[src/rtl/button_conditioner.sv]
// Push-button front end: synchronise, debounce, flag presses and long presses,
// and turn a long press on one chosen button into a fixed-width reset request.
module button_conditioner #(
  parameter int N_BTN           = 2,
  parameter int ACTIVE_LOW      = 1,
  parameter int DEBOUNCE_CYCLES = 500000,
  parameter int LONG_CYCLES     = 100000000,
  parameter int RST_PULSE       = 16,
  parameter int RST_BTN         = 0
) (
  input  logic             clk,
  input  logic             rst_n,
  input  logic [N_BTN-1:0] btn_raw_i,
  output logic [N_BTN-1:0] btn_level_o,
  output logic [N_BTN-1:0] press_evt_o,
  output logic [N_BTN-1:0] long_evt_o,
  input  logic [N_BTN-1:0] evt_clr_i,
  output logic             rst_req_o
);

  localparam int DEB_W  = $clog2(DEBOUNCE_CYCLES) + 1;
  localparam int HOLD_W = $clog2(LONG_CYCLES) + 1;
  localparam int PLS_W  = $clog2(RST_PULSE) + 1;

  localparam logic [DEB_W-1:0]  DEB_LAST  = DEB_W'(DEBOUNCE_CYCLES - 1);
  localparam logic [HOLD_W-1:0] HOLD_MAX  = HOLD_W'(LONG_CYCLES);
  localparam logic [HOLD_W-1:0] HOLD_LAST = HOLD_W'(LONG_CYCLES - 1);
  localparam logic [PLS_W-1:0]  PLS_LAST  = PLS_W'(RST_PULSE - 1);
  // Pin level of an untouched button; also the XOR mask that normalises to 1 = pressed.
  localparam logic [N_BTN-1:0]  RELEASED  = (ACTIVE_LOW != 0) ? {N_BTN{1'b1}} : '0;

  if (DEBOUNCE_CYCLES < 2) begin : g_bad_deb
    $error("DEBOUNCE_CYCLES must be at least 2");
  end
  if (LONG_CYCLES <= DEBOUNCE_CYCLES) begin : g_bad_long
    $error("LONG_CYCLES must exceed DEBOUNCE_CYCLES");
  end
  if (RST_PULSE < 1) begin : g_bad_pls
    $error("RST_PULSE must be at least 1");
  end
  if (RST_BTN < 0 || RST_BTN >= N_BTN) begin : g_bad_rbtn
    $error("RST_BTN must index an existing button");
  end

  typedef enum logic [1:0] {IDLE, PULSE, WAIT_REL} state_t;

  logic [N_BTN-1:0]  sync1_q, sync2_q;
  logic [N_BTN-1:0]  pressed;
  logic [N_BTN-1:0]  level_q, level_d, level_dly_q;
  logic [N_BTN-1:0]  press_q, press_d;
  logic [N_BTN-1:0]  long_q, long_d;
  logic [N_BTN-1:0]  long_hit;
  logic [DEB_W-1:0]  deb_q  [N_BTN];
  logic [DEB_W-1:0]  deb_d  [N_BTN];
  logic [HOLD_W-1:0] hold_q [N_BTN];
  logic [HOLD_W-1:0] hold_d [N_BTN];

  state_t            state_q;
  logic [PLS_W-1:0]  pls_q;
  logic              rst_req_q;

  assign pressed = sync2_q ^ RELEASED;

  always_comb begin
    level_d  = level_q;
    long_hit = '0;
    for (int i = 0; i < N_BTN; i++) begin
      deb_d[i]  = '0;
      hold_d[i] = '0;
      if (pressed[i] != level_q[i]) begin
        if (deb_q[i] == DEB_LAST) begin
          level_d[i] = ~level_q[i];
        end else begin
          deb_d[i] = deb_q[i] + 1'b1;
        end
      end
      if (level_q[i]) begin
        hold_d[i]   = (hold_q[i] == HOLD_MAX) ? hold_q[i] : hold_q[i] + 1'b1;
        long_hit[i] = (hold_q[i] == HOLD_LAST);
      end
    end
    // A new event in the same cycle as a clear must survive.
    press_d = (level_q & ~level_dly_q) | (press_q & ~evt_clr_i);
    long_d  = long_hit | (long_q & ~evt_clr_i);
  end

  always_ff @(posedge clk or negedge rst_n) begin
    if (!rst_n) begin
      sync1_q     <= RELEASED;
      sync2_q     <= RELEASED;
      level_q     <= '0;
      level_dly_q <= '0;
      press_q     <= '0;
      long_q      <= '0;
      for (int i = 0; i < N_BTN; i++) begin
        deb_q[i]  <= '0;
        hold_q[i] <= '0;
      end
    end else begin
      sync1_q     <= btn_raw_i;
      sync2_q     <= sync1_q;
      level_q     <= level_d;
      level_dly_q <= level_q;
      press_q     <= press_d;
      long_q      <= long_d;
      for (int i = 0; i < N_BTN; i++) begin
        deb_q[i]  <= deb_d[i];
        hold_q[i] <= hold_d[i];
      end
    end
  end

  // WAIT_REL holds off re-triggering until the reset button has been let go.
  always_ff @(posedge clk or negedge rst_n) begin
    if (!rst_n) begin
      state_q   <= IDLE;
      pls_q     <= '0;
      rst_req_q <= 1'b0;
    end else begin
      case (state_q)
        IDLE: begin
          if (long_hit[RST_BTN]) begin
            state_q   <= PULSE;
            pls_q     <= '0;
            rst_req_q <= 1'b1;
          end
        end
        PULSE: begin
          if (pls_q == PLS_LAST) begin
            state_q   <= WAIT_REL;
            rst_req_q <= 1'b0;
          end else begin
            pls_q <= pls_q + 1'b1;
          end
        end
        WAIT_REL: begin
          if (!level_q[RST_BTN]) state_q <= IDLE;
        end
        default: begin
          state_q   <= IDLE;
          rst_req_q <= 1'b0;
        end
      endcase
    end
  end

  assign btn_level_o = level_q;
  assign press_evt_o = press_q;
  assign long_evt_o  = long_q;
  assign rst_req_o   = rst_req_q;

endmodule

[config.mk]
export PLATFORM = sky130hd
export DESIGN_NAME = button_conditioner
export DESIGN_NICKNAME = d
export VERILOG_FILES = /design/src/rtl/button_conditioner.sv
export SDC_FILE = /design/constraint.sdc
export NUM_CORES = 1
export LEC_CHECK = 0
export BUFFER_PORTS_ARGS = -buffer_cell sky130_fd_sc_hd__buf_2
export CORE_AREA = 2 2 105 107
export CTS_BUF_LIST = sky130_fd_sc_hd__clkbuf_4 sky130_fd_sc_hd__clkbuf_8 sky130_fd_sc_hd__clkbuf_16
export DETAILED_ROUTE_END_ITERATION = 8
export DIE_AREA = 0 0 107 109
export GPL_TIMING_DRIVEN = 0
export PLACE_DENSITY = 0.8
export SETUP_SLACK_MARGIN = 0.2
export SYNTH_ARGS = -nofsm -noshare
export SYNTH_HDL_FRONTEND = slang
export SYNTH_SLANG_ARGS = --single-unit
[constraint.sdc]
create_clock -name clk -period 2.4 [get_ports clk]
set_input_delay 0.48 -clock clk [delete_from_list [all_inputs] [get_ports clk]]
set_output_delay 0.48 -clock clk [all_outputs]
set_load 0.01 [all_outputs]
======== Yosys cells after proc, flatten, opt, wreduce, memory -nomap -nowiden ========
Index checks and enable logic that the tools add are counted.
operators by class
  add/sub/neg operators ................... 5
  $mul .................................... 0
  div/mod/pow operators ................... 0
  magnitude comparators ................... 0
  eq/ne operators ......................... 17
  shift-type cells ........................ 0
  multiplexer cells ....................... 20
  bitwise operators ....................... 11
  reductions and logical operators ........ 7
operators with widths
  operator                                          count
  == test 28 x 27 -> 1 bit (second input constant)  4
  two-way mux 28 bit                                4
  two-way mux 20 bit                                4
  adder 28 x 1 -> 28 bit (second input constant)    2
  adder 20 x 1 -> 20 bit (second input constant)    2
  == test 20 x 19 -> 1 bit (second input constant)  2
  inequality test 2 bit (second input constant)     6
  two-way mux 5 bit                                 2
  case mux 5 bit (2 select lines)                   1
  AND reduction 3 bit                               3
  bitwise AND 2 bit                                 3
  two-way mux 2 bit                                 3
  NOT 2 bit                                         3
  case mux 2 bit (3 select lines)                   1
  adder 5 x 1 -> 5 bit (second input constant)      1
  == test 5 x 4 -> 1 bit (second input constant)    1
  two-way mux 1 bit                                 4
  OR 2 bit                                          2
  AND reduction 2 bit                               2
  NOT 1 bit                                         3
  case mux 1 bit (3 select lines)                   1
  == test 2 x 1 -> 1 bit (second input constant)    1
  == test 2 bit (second input constant)             1
  logical NOT 2 bit                                 1
  2 further kinds                                   3
storage, ports and cells
  register bits ........................... 116
  bits in latches ......................... 0
  RAM bits ................................ 0
  bits in read-only memories .............. 0
  bits of input ports ..................... 6
  output and inout port bits .............. 7
  memories kept ........................... 0

======== Longest topological paths before layout ========
  word-level depth ........................ 4
  depth in mapped cells ................... 8
  depth with buffers taken out ............ 8

======== Worst setup path after synthesis ========
No wires, ideal clock.
  kind .................................... register -> register
  start point ............................. register deb_q[0] (netlist name)
  end point ............................... register deb_q[12] (netlist name)
  library setup time ...................... 119 ps
  data arrival time ....................... 1,661 ps
  required time ........................... 2,281 ps
  setup slack ............................. 620 ps
  cell stages (with the launch flop) ...... 8
  path buffers ............................ 2
  cell sequence ........................... dfrtp_1 > ha_1 > nand4_1 > nor4_1 > or2_1 > buf_2 > buf_4 > nor2_1
RTL lines
  element                            line  RTL
  from (decl)                        53    logic [DEB_W-1:0] deb_q [N_BTN];
  from (signal, indexed assignment)  107   deb_q[i] <= deb_d[i];

======== Final worst setup path ========
  start point ............................. register pls_q[0]
  end point ............................... register pls_q[3]
on the way
  word-level cells in the longest chain between the ends .. 3
  elaborated cells between the ends (all ways) .. 6
ends and longest elaborated chain
  element                                                                 line      RTL
  from (decl)                                                             59        logic [PLS_W-1:0] pls_q;
  from (signal assigned)                                                  133       pls_q <= pls_q + 1'b1;
  adder 5 x 1 -> 5 bit or == test 5 x 4 -> 1 bit (tied branches)          133, 129
  two-way mux 5 bit or inequality test 2 bit (tied branches)              -
  case mux 5 bit (2 select lines) or AND reduction 3 bit (tied branches)  -
Several ways; a longest one is shown, not always the timed one. The select of a mux whose other input is x is not followed.
A chain may end at the register's enable or synchronous reset.

==> results.py <==
metrics = {
    "timing": {
        "drv_slew": 0,
        "finalCritPeriodShare_pct": 84.0,
        "whs_ps": 54.6,
        "rsz0062_at_grt": "no",
        "fmax_mhz": 496,
        "finalHoldViolations": 0,
        "layout_setup_ws_ps": 384,
        "skew_ps": 6.15,
        "setup_viol": 0,
        "tightestPinTransition_ps": 731,
        "finalSetupTns_ps": 0,
        "period_needed_ps": 2020,
        "slew_headroom_pct": 50.9,
    },
    "clock_tree": {
        "cts-buffers-inserted": 17,
        "htreeDepth": 4,
        "cts_root_buf": "clkbuf_8",
        "clk_latency_ps": 530,
        "clk_pin_slew_ps": 60,
        "cts_buffer_depth": 2,
        "cts_tree": "yes",
        "cts_sinks": 116,
    },
    "place": {
        "dp_hpwl_um": 7240,
        "placed_cell_area_mm2": 0.00592,
        "place_ws_ps": 265,
        "place_congestion": 0.833,
        "port_buffers": 12,
        "placed_cells": 721,
    },
    "logic_synthesis": {
        "synth_area_mm2": 0.00565,
        "syn_area_per_cell_um2": 9.95,
        "synth_warnings": 0,
        "synth-edff-count": 0,
        "synthFlopType": "dfrtp_1",
        "synth_top_area_cell": "dfrtp_1",
        "synthArstFlopShare_pct": 100,
        "synth_fp_nets": 582,
        "seq_area_frac_synth_pct": 51.4,
        "synth_top_area_share_pct": 49.6,
        "yosys-top-cells-area": "dfrtp_1 (50%), xor2_1 (7.1%), nor2_1 (6.9%)",
        "ys_ff_latch": 116,
        "ys_types": 49,
        "synthCells": 568,
    },
    "final_layout": {
        "fin_util_pct": 62.5,
        "diodes": 0,
        "fin_cells": 756,
        "drive_above_1_share_pct": 12.2,
        "final_area_mm2": 0.00663,
        "nets": 617,
        "area_growth_pct": 17.3,
    },
    "min_path": {
        "hold_start": "btn_raw_i[1]",
        "hold_depth": 1,
        "hold_class": "in2reg",
        "min_to": "sync1_q[1]",
    },
    "route": {
        "met2WireLength_um": 5770,
        "vias": 4232,
        "drtIter0Drc": 269,
        "drc": 0,
        "ant_nets": 0,
        "top_layer": "met4",
        "detail_route.first_pass.iterations": 4,
        "finalWirelength_um": 11300,
        "wl_per_cell_um": 15.0,
        "via_per_inst": 5.60,
        "wl_met3_um": 437,
        "wl_met1_um": 4890,
    },
    "worst_setup_path": {
        "rrSetupSlack_ps": 380,
        "crit_fanout": 6,
        "r2r_cells": 7,
        "regToRegEndpoint": "pls_q[3]",
        "critPathArrivalTime_ps": 2410,
        "critPathRequiredTime_ps": 2790,
        "startpoint_type": "flip-flop",
        "path_class": "reg2reg",
        "cp-end-kind": "flip-flop",
        "r2r_start": "pls_q[0]",
    },
    "flow_run": {
        "cap_violations": 0,
    },
    "pwr": {
        "comb_power_share_pct": 1.6,
        "swShare_pct": 19.7,
        "seqPwrFrac_pct": 41.0,
        "p_clk_share_pct": 57.4,
        "p_sw_mw": 0.950,
        "power.total_mw": 4.83,
        "vdd_drop_max_mv": 0.510,
        "p_int_mw": 3.88,
        "power_density_mw_per_mm2": 729,
        "power.leakage_nw": 2.76,
    },
    "die": {
        "die_y_um": 109,
        "num_io_pins": 13,
        "die_x_um": 107,
        "die_area_mm2": 0.0117,
        "core_mm2": 0.0106,
        "initial_core_util_pct": 53.3,
        "rows": 38,
    },
    "global_routing": {
        "antenna_found_initial": 0,
        "track_usage_pct": 21.3,
        "grt_pass1_wl_um": 19300,
        "globalRoute.totalOverflow": 0,
        "first_global_vias": 4238,
        "grt_max_degree": 72,
    },
    "run_status": {
        "outcome": "finished clean",
    },
}
==> sequential cells by signal (all words and copies together) (netlist names) <==
| register | flops |
|---|---|
| btn_level_o | 2 |
| press_evt_o | 2 |
| rst_req_o | 1 |
| hold_q | 56 |
| sync2_q | 2 |
| level_dly_q | 2 |
| long_evt_o | 2 |
| deb_q | 40 |
| sync1_q | 2 |
| pls_q | 5 |
| state_q | 2 |
==> cells in the mapped netlist (all sizes together) (2+ instances only) <==
cell type / instances
dfrtp: 112
nor2: 104
xor2: 46
nand3: 39
xnor2: 37
nand2: 35
nand4: 26
inv: 19
and3: 18
nor3: 14
nor4: 14
a21oi: 13
o21ai: 12
or3: 9
clkbuf: 8
ha: 8
nor3b: 7
nor4b: 6
and2: 5
and4: 5
buf: 4
dfstp: 4
mux2i: 4
nand2b: 3
or2: 2
==> area by class of cell <==
class                      count  area, um2
buffer                        12       51.3
tap                          140        175
clock buffer                  25        518
clock inverter                 7        140
multi-input combinational    421       2650
timing repair buffer          16        115
sequential                   116       2910
inverter                      19       71.3
fill                         772       3970
==> layer usage <==
layer  up-vias  GRT usage [%]
met1      2117           25.6
met4         0           9.46
met2        77           35.9
met3        20           5.98
met5         -              0
li1       2018              -
==> power by group through the flow <==
stage / Clock (mW) / Sequential, mW / Combinational (mW)
after floorplan: 0 / 2.01 / 0.0234
after global placement: 0 / 2.02 / 0.0702
final: 2.77 / 1.98 / 0.0774
after CTS: 2.81 / 1.98 / 0.0809
after detailed placement: 0 / 2.02 / 0.0793
after global routing: 2.90 / 1.98 / 0.0930
==> layout by cell type, fill, tap and decap left out, types with 4 or more instances in the layout <==
master,count
clkbuf_16,16
clkbuf_8,8
and2_1,5
a21oi_1,13
dfrtp_1,112
dfstp_2,4
nand4_1,25
inv_1,18
xor2_1,46
buf_4,4
mux2i_1,4
and3_1,17
nand3_1,38
nor4_1,4
or3_1,9
xnor2_1,37
nor4b_1,5
o21ai_0,12
nor3_1,11
ha_1,8
nand2_1,34
nor4_2,7
bufinv_16,4
buf_2,12
and4_1,5
nor3b_1,7
clkbuf_1,7
nor2_1,104
==> worst max-delay path: stages, from the launching register on <==
cell and delay (ps):
dfrtp_1 450, ha_1 260, and3_1 190, ha_1 240
nor3_1 350, nand4_1 170, xor2_1 160, a21oi_1 60
==> worst max path at each step <==
stage                   start   endpoint  slack (ps)  depth (start not counted)
floorplan            deb_q[0]  deb_q[12]         620                          7
global placement        rst_n  deb_q[34]        -460                          1
detailed placement   deb_q[0]  deb_q[12]         270                          7
CTS                 deb_q[20]  deb_q[36]         220                          7
global route        deb_q[20]  deb_q[35]         200                          7
finish               pls_q[0]   pls_q[3]         380                          7
==> timing repair <==
item / CTS / global route
resized for setup: 0 / 6
hold buffers: 1 / 0
setup endpoints to repair: 0 / 23
hold endpoints to repair: 42 / 0
buffers inserted: 0 / 2
==> cells by family after synthesis <==
| family | share of synthesized area [%] |
|---|---|
| AND/OR/NAND/NOR | 27.6 |
| multiplexers | 0.708 |
| adder cells (fa/ha/maj) | 1.77 |
| AO/OA/AOI/OAI | 3.47 |
| XOR/XNOR | 12.9 |
| buffers and inverters | 2.15 |
| flip-flops | 51.4 |
(Power assumes the default switching activity.)
